**src/rtl/key_search_pkg.sv**
```systemverilog
// Shared types and constants for the RC4 key-search scheduler.
// Partition bounds are elaboration-time constants; nothing here divides at runtime.
package key_search_pkg;

   typedef enum logic [2:0] {
      IDLE,
      RST,
      LAUNCH,
      RUN,
      DONE
   } sched_state_t;

   localparam int KEY_WIDTH = 24;
   localparam logic [KEY_WIDTH-1:0] KEY_MAX = 24'h3FFFFF;

   function automatic int part_start(input int i, input int n, input int kmax);
      return ((kmax + 1) / n) * i;
   endfunction

   function automatic int part_end(input int i, input int n, input int kmax);
      return ((kmax + 1) / n) * (i + 1) - 1;
   endfunction

endpackage

```
**src/rtl/key_search_scheduler_found_arbiter.sv**
```systemverilog
// Lowest-index priority encoder over the per-core find requests.
module found_arbiter #(
   parameter int N  = 4,
   parameter int IW = 2
) (
   input  logic [N-1:0]  req,
   output logic          valid,
   output logic [IW-1:0] idx
);

   always_comb begin
      valid = |req;
      idx   = '0;
      for (int i = N - 1; i >= 0; i--) begin
         if (req[i]) idx = IW'(i);
      end
   end

endmodule

```
**src/rtl/key_search_scheduler.sv**
```systemverilog
// Splits the key space across NUM_CORES datapath cores, launches them,
// retires cores that leave their partition and reports the first find.
module key_search_scheduler #(
   parameter int NUM_CORES = 4,
   parameter int KEY_WIDTH = key_search_pkg::KEY_WIDTH,
   parameter logic [KEY_WIDTH-1:0] KEY_MAX = key_search_pkg::KEY_MAX,
   localparam int CW = (NUM_CORES > 1) ? $clog2(NUM_CORES) : 1
) (
   input  logic                           clk,
   input  logic                           reset,
   input  logic                           start,
   input  logic                           abort,
   output logic [NUM_CORES*KEY_WIDTH-1:0] core_key_start,
   output logic [NUM_CORES-1:0]           core_reset,
   output logic [NUM_CORES-1:0]           core_start,
   output logic [NUM_CORES-1:0]           core_stop,
   input  logic [NUM_CORES-1:0]           core_done,
   input  logic [NUM_CORES-1:0]           core_found,
   input  logic [NUM_CORES*KEY_WIDTH-1:0] core_key,
   output logic                           busy,
   output logic                           done,
   output logic                           found,
   output logic [KEY_WIDTH-1:0]           found_key,
   output logic [CW-1:0]                  found_core
);

   import key_search_pkg::*;

   localparam int KW = KEY_WIDTH;

   sched_state_t state, state_nx;

   logic [NUM_CORES-1:0]    fin, fin_d, fin_nx;
   logic [NUM_CORES-1:0]    over, new_fin, hit_req;
   logic [NUM_CORES*KW-1:0] key_start_c;
   logic                    hit_v;
   logic [CW-1:0]           hit_idx;

   logic [NUM_CORES-1:0]    rst_d, go_d, stop_d;
   logic                    busy_d, done_d, found_d;
   logic [KW-1:0]           fkey_d;
   logic [CW-1:0]           fcore_d;
   logic [NUM_CORES*KW-1:0] kstart_d;

   for (genvar i = 0; i < NUM_CORES; i++) begin : g_core
      localparam logic [KW-1:0] START_I =
         KW'(part_start(i, NUM_CORES, int'(KEY_MAX)));
      localparam logic [KW-1:0] END_I =
         KW'(part_end(i, NUM_CORES, int'(KEY_MAX)));
      assign key_start_c[i*KW +: KW] = START_I;
      assign over[i] = core_key[i*KW +: KW] > END_I;
   end

   assign hit_req = core_done & core_found;
   assign new_fin = over | (core_done & ~core_found);
   assign fin_nx  = fin | new_fin;

   found_arbiter #(
      .N  (NUM_CORES),
      .IW (CW)
   ) u_arb (
      .req   (hit_req),
      .valid (hit_v),
      .idx   (hit_idx)
   );

   always_ff @(posedge clk) begin
      if (reset) state <= IDLE;
      else       state <= state_nx;
   end

   always_comb begin
      state_nx = state;
      unique case (state)
         IDLE:    if (start) state_nx = RST;
         RST:     state_nx = LAUNCH;
         LAUNCH:  state_nx = RUN;
         RUN:     if (hit_v || abort || &fin_nx) state_nx = DONE;
         DONE:    if (start) state_nx = RST;
         default: state_nx = IDLE;
      endcase
   end

   // Outputs are computed for the upcoming state and registered below.
   always_comb begin
      fin_d    = fin;
      stop_d   = core_stop;
      rst_d    = '0;
      go_d     = '0;
      busy_d   = busy;
      done_d   = done;
      found_d  = found;
      fkey_d   = found_key;
      fcore_d  = found_core;
      kstart_d = core_key_start;
      if (state == RUN) begin
         if (hit_v) begin
            found_d = 1'b1;
            fkey_d  = core_key[int'(hit_idx)*KW +: KW];
            fcore_d = hit_idx;
            stop_d  = '1;
         end else begin
            fin_d  = fin_nx;
            stop_d = core_stop | new_fin;
            if (abort) stop_d = '1;
         end
      end
      unique case (state_nx)
         IDLE: begin
            busy_d = 1'b0;
            done_d = 1'b0;
         end
         RST: begin
            rst_d    = '1;
            kstart_d = key_start_c;
            fin_d    = '0;
            stop_d   = '0;
            found_d  = 1'b0;
            fkey_d   = '0;
            fcore_d  = '0;
            busy_d   = 1'b1;
            done_d   = 1'b0;
         end
         LAUNCH: go_d = '1;
         RUN:    ;
         DONE: begin
            done_d = 1'b1;
            busy_d = 1'b0;
         end
         default: ;
      endcase
   end

   always_ff @(posedge clk) begin
      if (reset) begin
         fin            <= '0;
         core_reset     <= '1;
         core_start     <= '0;
         core_stop      <= '0;
         busy           <= 1'b0;
         done           <= 1'b0;
         found          <= 1'b0;
         found_key      <= '0;
         found_core     <= '0;
         core_key_start <= '0;
      end else begin
         fin            <= fin_d;
         core_reset     <= rst_d;
         core_start     <= go_d;
         core_stop      <= stop_d;
         busy           <= busy_d;
         done           <= done_d;
         found          <= found_d;
         found_key      <= fkey_d;
         found_core     <= fcore_d;
         core_key_start <= kstart_d;
      end
   end

endmodule

```
**config.mk**
```make
export PLATFORM = sky130hd
export DESIGN_NAME = key_search_scheduler
export DESIGN_NICKNAME = d
export VERILOG_FILES = /design/src/rtl/key_search_pkg.sv /design/src/rtl/key_search_scheduler_found_arbiter.sv /design/src/rtl/key_search_scheduler.sv
export SDC_FILE = /design/constraint.sdc
export NUM_CORES = 1
export LEC_CHECK = 0
export ABC_AREA = 1
export CAP_MARGIN = 20
export CORE_ASPECT_RATIO = 1.2
export CORE_MARGIN = 1
export CORE_UTILIZATION = 31
export CTS_CLUSTER_DIAMETER = 120
export DETAILED_ROUTE_END_ITERATION = 8
export PLACE_DENSITY_LB_ADDON = 0.15
export SLEW_MARGIN = 40
export SYNTH_ARGS = -nofsm -noshare
export SYNTH_HDL_FRONTEND = slang
export SYNTH_SLANG_ARGS = --single-unit
```
**constraint.sdc**
```tcl
create_clock -name clk -period 1.3 [get_ports clk]
set_input_delay 0.26 -clock clk [delete_from_list [all_inputs] [get_ports clk]]
set_output_delay 0.26 -clock clk [all_outputs]
set_load 0.02 [all_outputs]
```
# After elaboration in Yosys (flattened, before gate mapping)

Cells that the tools add are included.

Add/subtract/negate cells: 0
Multipliers: 1
Divide/modulo/power cells: 0
Order comparisons: 4
Equality and inequality tests: 7
Shift-type cells: 1
Multiplexer cells: 13
Bitwise logic cells: 7
Reduce and logical (&&, ||, !) cells: 14

Operators by type and width:

| operator                                                        | count |
|---|---|
| variable part select 96 x 8 -> 24 bit                           | 1 |
| greater-than comparator 24 x 22 -> 1 bit, second input constant | 2 |
| greater-than comparator 24 x 20 -> 1 bit, second input constant | 1 |
| greater-than comparator 24 x 21 -> 1 bit, second input constant | 1 |
| 2-to-1 mux 4 bit                                                | 4 |
| OR 4 bit                                                        | 3 |
| case mux 3 bit (4 select lines)                                 | 1 |
| == test 3 x 2 -> 1 bit, second input constant                   | 3 |
| bitwise AND 4 bit                                               | 2 |
| 2-to-1 mux 2 bit                                                | 4 |
| OR reduction 2 bit                                              | 4 |
| == test 3 x 1 -> 1 bit, second input constant                   | 2 |
| == test 3 bit, second input constant                            | 2 |
| zero test 3 bit                                                 | 2 |
| 2-to-1 mux 3 bit                                                | 2 |
| multiplier 2 x 2 -> 4 bit, second input constant                | 1 |
| inverter 4 bit                                                  | 1 |
| case mux 1 bit (2 select lines)                                 | 2 |
| AND reduction 2 bit                                             | 2 |
| AND reduction 4 bit                                             | 1 |
| nonzero test 2 bit                                              | 2 |
| OR reduction 4 bit                                              | 1 |
| logical OR 1 bit                                                | 2 |
| inverter 1 bit                                                  | 1 |

Register bits: 49
Bits in latches: 0
RAM bits: 0
ROM bits: 0
Output and inout port bits: 137
Logic and storage cells: 58
Memories: 0

# Longest topological paths before layout

Depth after elaboration: 11
Gate-level depth with buffers: 10
Depth with buffers taken out: 10

# By module

Synthesis repeated with hierarchy kept, for this count alone.

Cell total of the unflattened synthesis: 447
Area total of the unflattened synthesis: 3,148.0 um2

By module, submodules not included:

| module               | times used | cells an instance | area an instance (um2) |
|---|---|---|---|
| key_search_scheduler | 1          | 438               | 3,101.7 |
| found_arbiter        | 1          | 9                 | 46.3 |

# Worst setup path before layout

OpenSTA, ideal clock, no wires.

Kind: register -> register
Start: register state[1]
End: register found_key[10]
Data arrival time: 1,104 ps
Required time: 1,168 ps
Slack: 64 ps
Stages on the path, launching flop included: 6
Path buffers: 1
Clock period less this slack: 1,236 ps
Path through: dfxtp_1 -> nor2_1 -> o21ai_0 -> nand2_2 -> buf_1 -> a21oi_1

Word-level cells in the longest chain between the ends: 5
Elaborated cells between the ends (all ways): 12
Classes of those cells: 5 x eq/ne; 3 x mux; 4 x reduce/logical

RTL lines:

| item                                                    | RTL line                    | RTL |
|---|---|---|
| from (decl)                                             | key_search_scheduler.sv:31  | `sched_state_t state, state_nx;` |
| from (signal assigned)                                  | key_search_scheduler.sv:69  | `else state <= state_nx;` |
| == test 3 bit / zero test 3 bit (equally long branches) | key_search_scheduler.sv:74  | `unique case (state)` |
| OR reduction 2 bit (no line)                            | -                           |  |
| case mux 3 bit (4 select lines)                         | key_search_scheduler.sv:74  |  |
| == test 3 x 1 -> 1 bit                                  | key_search_scheduler.sv:108 | `unique case (state_nx)` |
| OR reduction 2 bit (no line)                            | -                           |  |
| to (signal assigned)                                    | key_search_scheduler.sv:154 | `found_key <= fkey_d;` |
| to (decl)                                               | key_search_scheduler.sv:23  | `output logic [KEY_WIDTH-1:0] found_key,` |

Several ways; a longest one is shown, not always the timed one.
A chain may end at the register's enable or synchronous reset.

# Final worst setup path

Start: register found_key[23]
End: output found_key[23]

No word-level cell between the ends.

==> results_dict.tcl <==
set metrics [dict create \
    synth-seq-area-share_pct 26.4 \
    min_delay_worst_endpoint "fin[3]$_SDFFE_PP0P_" \
    detail_route.wirelength.met1_mm 3.98 \
    area_delta_synth_final_pct 53.0 \
    fin_crit_sh_pct 97.2 \
    yosys_warnings 0 \
    reg2reg_slack_ns 0.07 \
    power_switching_mw 1.37 \
    clock_skew_ns 0.00541 \
    outcome "finished, final reports clean" \
    critPathRequiredTime_ns 1.04 \
    timing_max_transition_violations_final 0 \
    p_sw_share_pct 33.8 \
    start_util_pct 32.2 \
    synthesis.area_sq_um 3260 \
    multiInputGateArea_sq_um 1820 \
    maximum_number_of_pins_on_one_net_before_global_route_repair 47 \
    rr_endpoint "done$_SDFFE_PP0P_" \
    hold-path-cell-count 5 \
    critical_path.max_fanout 2 \
    totalWireLength_mm 10.4 \
    share_of_layout_cells_above_drive_strength_1_pct 13.4 \
    hold-worst-slack_ns 0.439 \
    final_design_area_no_fill_sq_um 4990 \
    min_path_type "in -> reg" \
    grt_usage_pct 17.6 \
    critical_path_arrival_ns 1.00 \
    path_class "reg -> out" \
    dp.cells 765 \
    layoutNonFillerInstCount 781 \
    dr_wl_met2_mm 5.63 \
    number_of_violations_of_the_max_capacitance_limit 0 \
    critPathLaunchType "register" \
    grt_pass1_vias 3125 \
    final.fill_count 1042 \
    placement.cell_area_sq_um 4690 \
    global_route.overflow_total 0 \
    clockPowerShare_pct 30.6 \
    power_report.internal_total_mw 2.68 \
    clock_buffer_depth 2 \
    critical-path-top-delay-family "flip-flops" \
    weighted_congestion_at_the_end_of_routability_driven_global_placement 0.779 \
    combinationalPowerShare_pct 35.3 \
    global_route_wire_length_before_repair_mm 15.0 \
    antenna_violating_nets_left 0 \
    min-delay-start "core_done[3]" \
    detail_route.vias_per_cell 4.44 \
    clock-sinks 43 \
    num_vias 3470 \
    ioPinCount 245 \
    layout.area.seq_sq_um 866 \
    final_common_cell "nand3_1" \
    ys_types 23 \
    grt_antenna_before_repair 0 \
    floorplan.die.height_um 114 \
    cts_made_buffers 5 \
    ys_seq_elements 43 \
    crit-reg2reg-launch "state[2]$_SDFF_PP0_" \
    drt_iter0_markers 129 \
    dp.final_hpwl_mm 7.81 \
    achievable-frequency_ghz 0.791 \
    mapped_avg_cell_area_sq_um 6.62 \
    final_period_minus_worst_setup_slack_ns 1.26 \
    worst_r2r_path_depth 6 \
    number_of_failing_setup_endpoints_in_the_final_timing_report 0 \
    worst_skew_pair.late_latency_ns 0.28 \
    path_buf_inv 1 \
    critPathSlowestCell "dfxtp_1" \
    routedWlPerCell_um 13.3 \
    synth_cells 492 \
    num_antenna_cells 0 \
    fin_util_pct 49.3 \
    power-per-cell-area_nw_per_um2 812 \
    die_w_um 95.6 \
    crit_chain "dlygate4sd2_1" \
    highest_layer "met4" \
    clock-root-buffer "clkbuf_16" \
    die-area_sq_um 10900 \
    power.sequential.fraction_pct 34.0 \
    post_cts_hold_buffer_count 0 \
    h-tree-depth 2 \
    cts.clk_slew.worst_paths_ns 0.07 \
    layout_common_cells "116 x nand3_1, 94 x clkdlybuf4s50_1, 92 x conb_1" \
    total_leakage_power_nw 2.35 \
    critical_path_sink_type "output port" \
    report.power.total_mw 4.05 \
    number_of_hold_violations_in_the_final_report 0 \
    vdd_ir_drop_max_uv 551 \
    max_stage_delay_ns 0.36 \
    io_buffers 152 \
    core_sq_um 10100 \
    tritoncts_clock_tree "done" \
    finish.net_count 762 \
    drc 0 \
    dr.pass1.iters 4 \
    row_count 40 \
    rsz0062_at_grt "true" \
    routed-wl-met3_um 748 \
]
==> worst max-delay path by stage <==
| stage | from | to | depth (start not counted) |
|---|---|---|---|
| 2_1_floorplan | state[1]$_SDFF_PP0_ | found_key[10]$_SDFFE_PP0P_ | 5 |
| 3_3_place_gp | core_key[69] | done$_SDFFE_PP0P_ | 8 |
| 3_5_place_dp | core_done[0] | done$_SDFFE_PP0P_ | 8 |
| 4_1_cts | core_key_start[44]$_SDFFE_PP0N_ | core_key_start[93] | 1 |
| 5_1_grt | state[1]$_SDFF_PP0_ | found_key[23]$_SDFFE_PP0P_ | 8 |
| 6_report | found_key[23]$_SDFFE_PP0P_ | found_key[23] | 1 |
==> per-layer routing <==
| layer | vias to the layer above | global-route usage [%] |
|---|---|---|
| met3 | 2 | 3.92 |
| met4 | 0 | 4.18 |
| met2 | 138 | 32.6 |
| met5 | - | 0 |
| li1 | 1745 | - |
| met1 | 1585 | 20.2 |
==> layout make-up <==
type                            count  area share [%]
Inverter                           28            2.16
Clock inverter                      2           0.251
Clock buffer                        6            2.58
Sequential cell                    43            17.4
Tap cell                          126            3.16
Timing Repair Buffer              191            37.9
Multi-Input combinational cell    385            36.6
==> synthesized netlist by cell type, drive strengths merged <==
library cell | n | share of area (%)
buf | 122 | 27
nand3 | 117 | 18
nand2 | 101 | 13
dfxtp | 43 | 26
a21oi | 35 | 5.4
inv | 28 | 3.2
nor2 | 18 | 2.5
o21ai | 12 | 1.8
clkbuf | 5 | 0.58
nand4 | 4 | 0.77
o211ai | 3 | 0.69
a211oi | 1 | 0.38
conb | 1 | 0.12
nor3b | 1 | 0.23
nor4 | 1 | 0.19
==> timing repair <==
item / in CTS / in global routing
resized for setup: 66 / 47
gates cloned: 0 / 3
setup buffers: 2 / 3
setup endpoints to repair: 80 / 42
hold endpoints to repair: 0 / 0
pin swaps: 10 / 17
==> through the flow <==
step | TNS [ns] | worst slack [ns]
after CTS | 0 | 0.00278
after detailed placement | -16.71 | -0.535
after global routing | -0.0336 | -0.0236
after global placement | -15.68 | -0.487
final | 0 | 0.0364
after floorplan | 0 | 0.0641
==> power by group through the flow <==
stage	clock network (mW)	logic, mW	registers, mW
floorplan	0	0.943	1.43
global placement	0	1.36	1.40
detailed placement	0	1.36	1.41
CTS	1.27	1.34	1.38
global route	1.30	1.55	1.38
finish	1.24	1.43	1.38
==> sequential cells by signal, indices dropped and copies added (netlist names) <==
name / cells
core_start: 1
core_reset: 1
found_core: 2
core_stop: 4
fin: 4
done: 1
found_key: 24
state: 3
busy: 1
found: 1
core_key_start: 1
==> logic make-up after synthesis <==
group	Yosys count	share of synthesized area [%]
compound gates	51	8.29
simple gates	242	34.5
flops	43	26.4
other cells	1	0.115
buf+inv	155	30.7
Power figures use the tool's default switching activity.
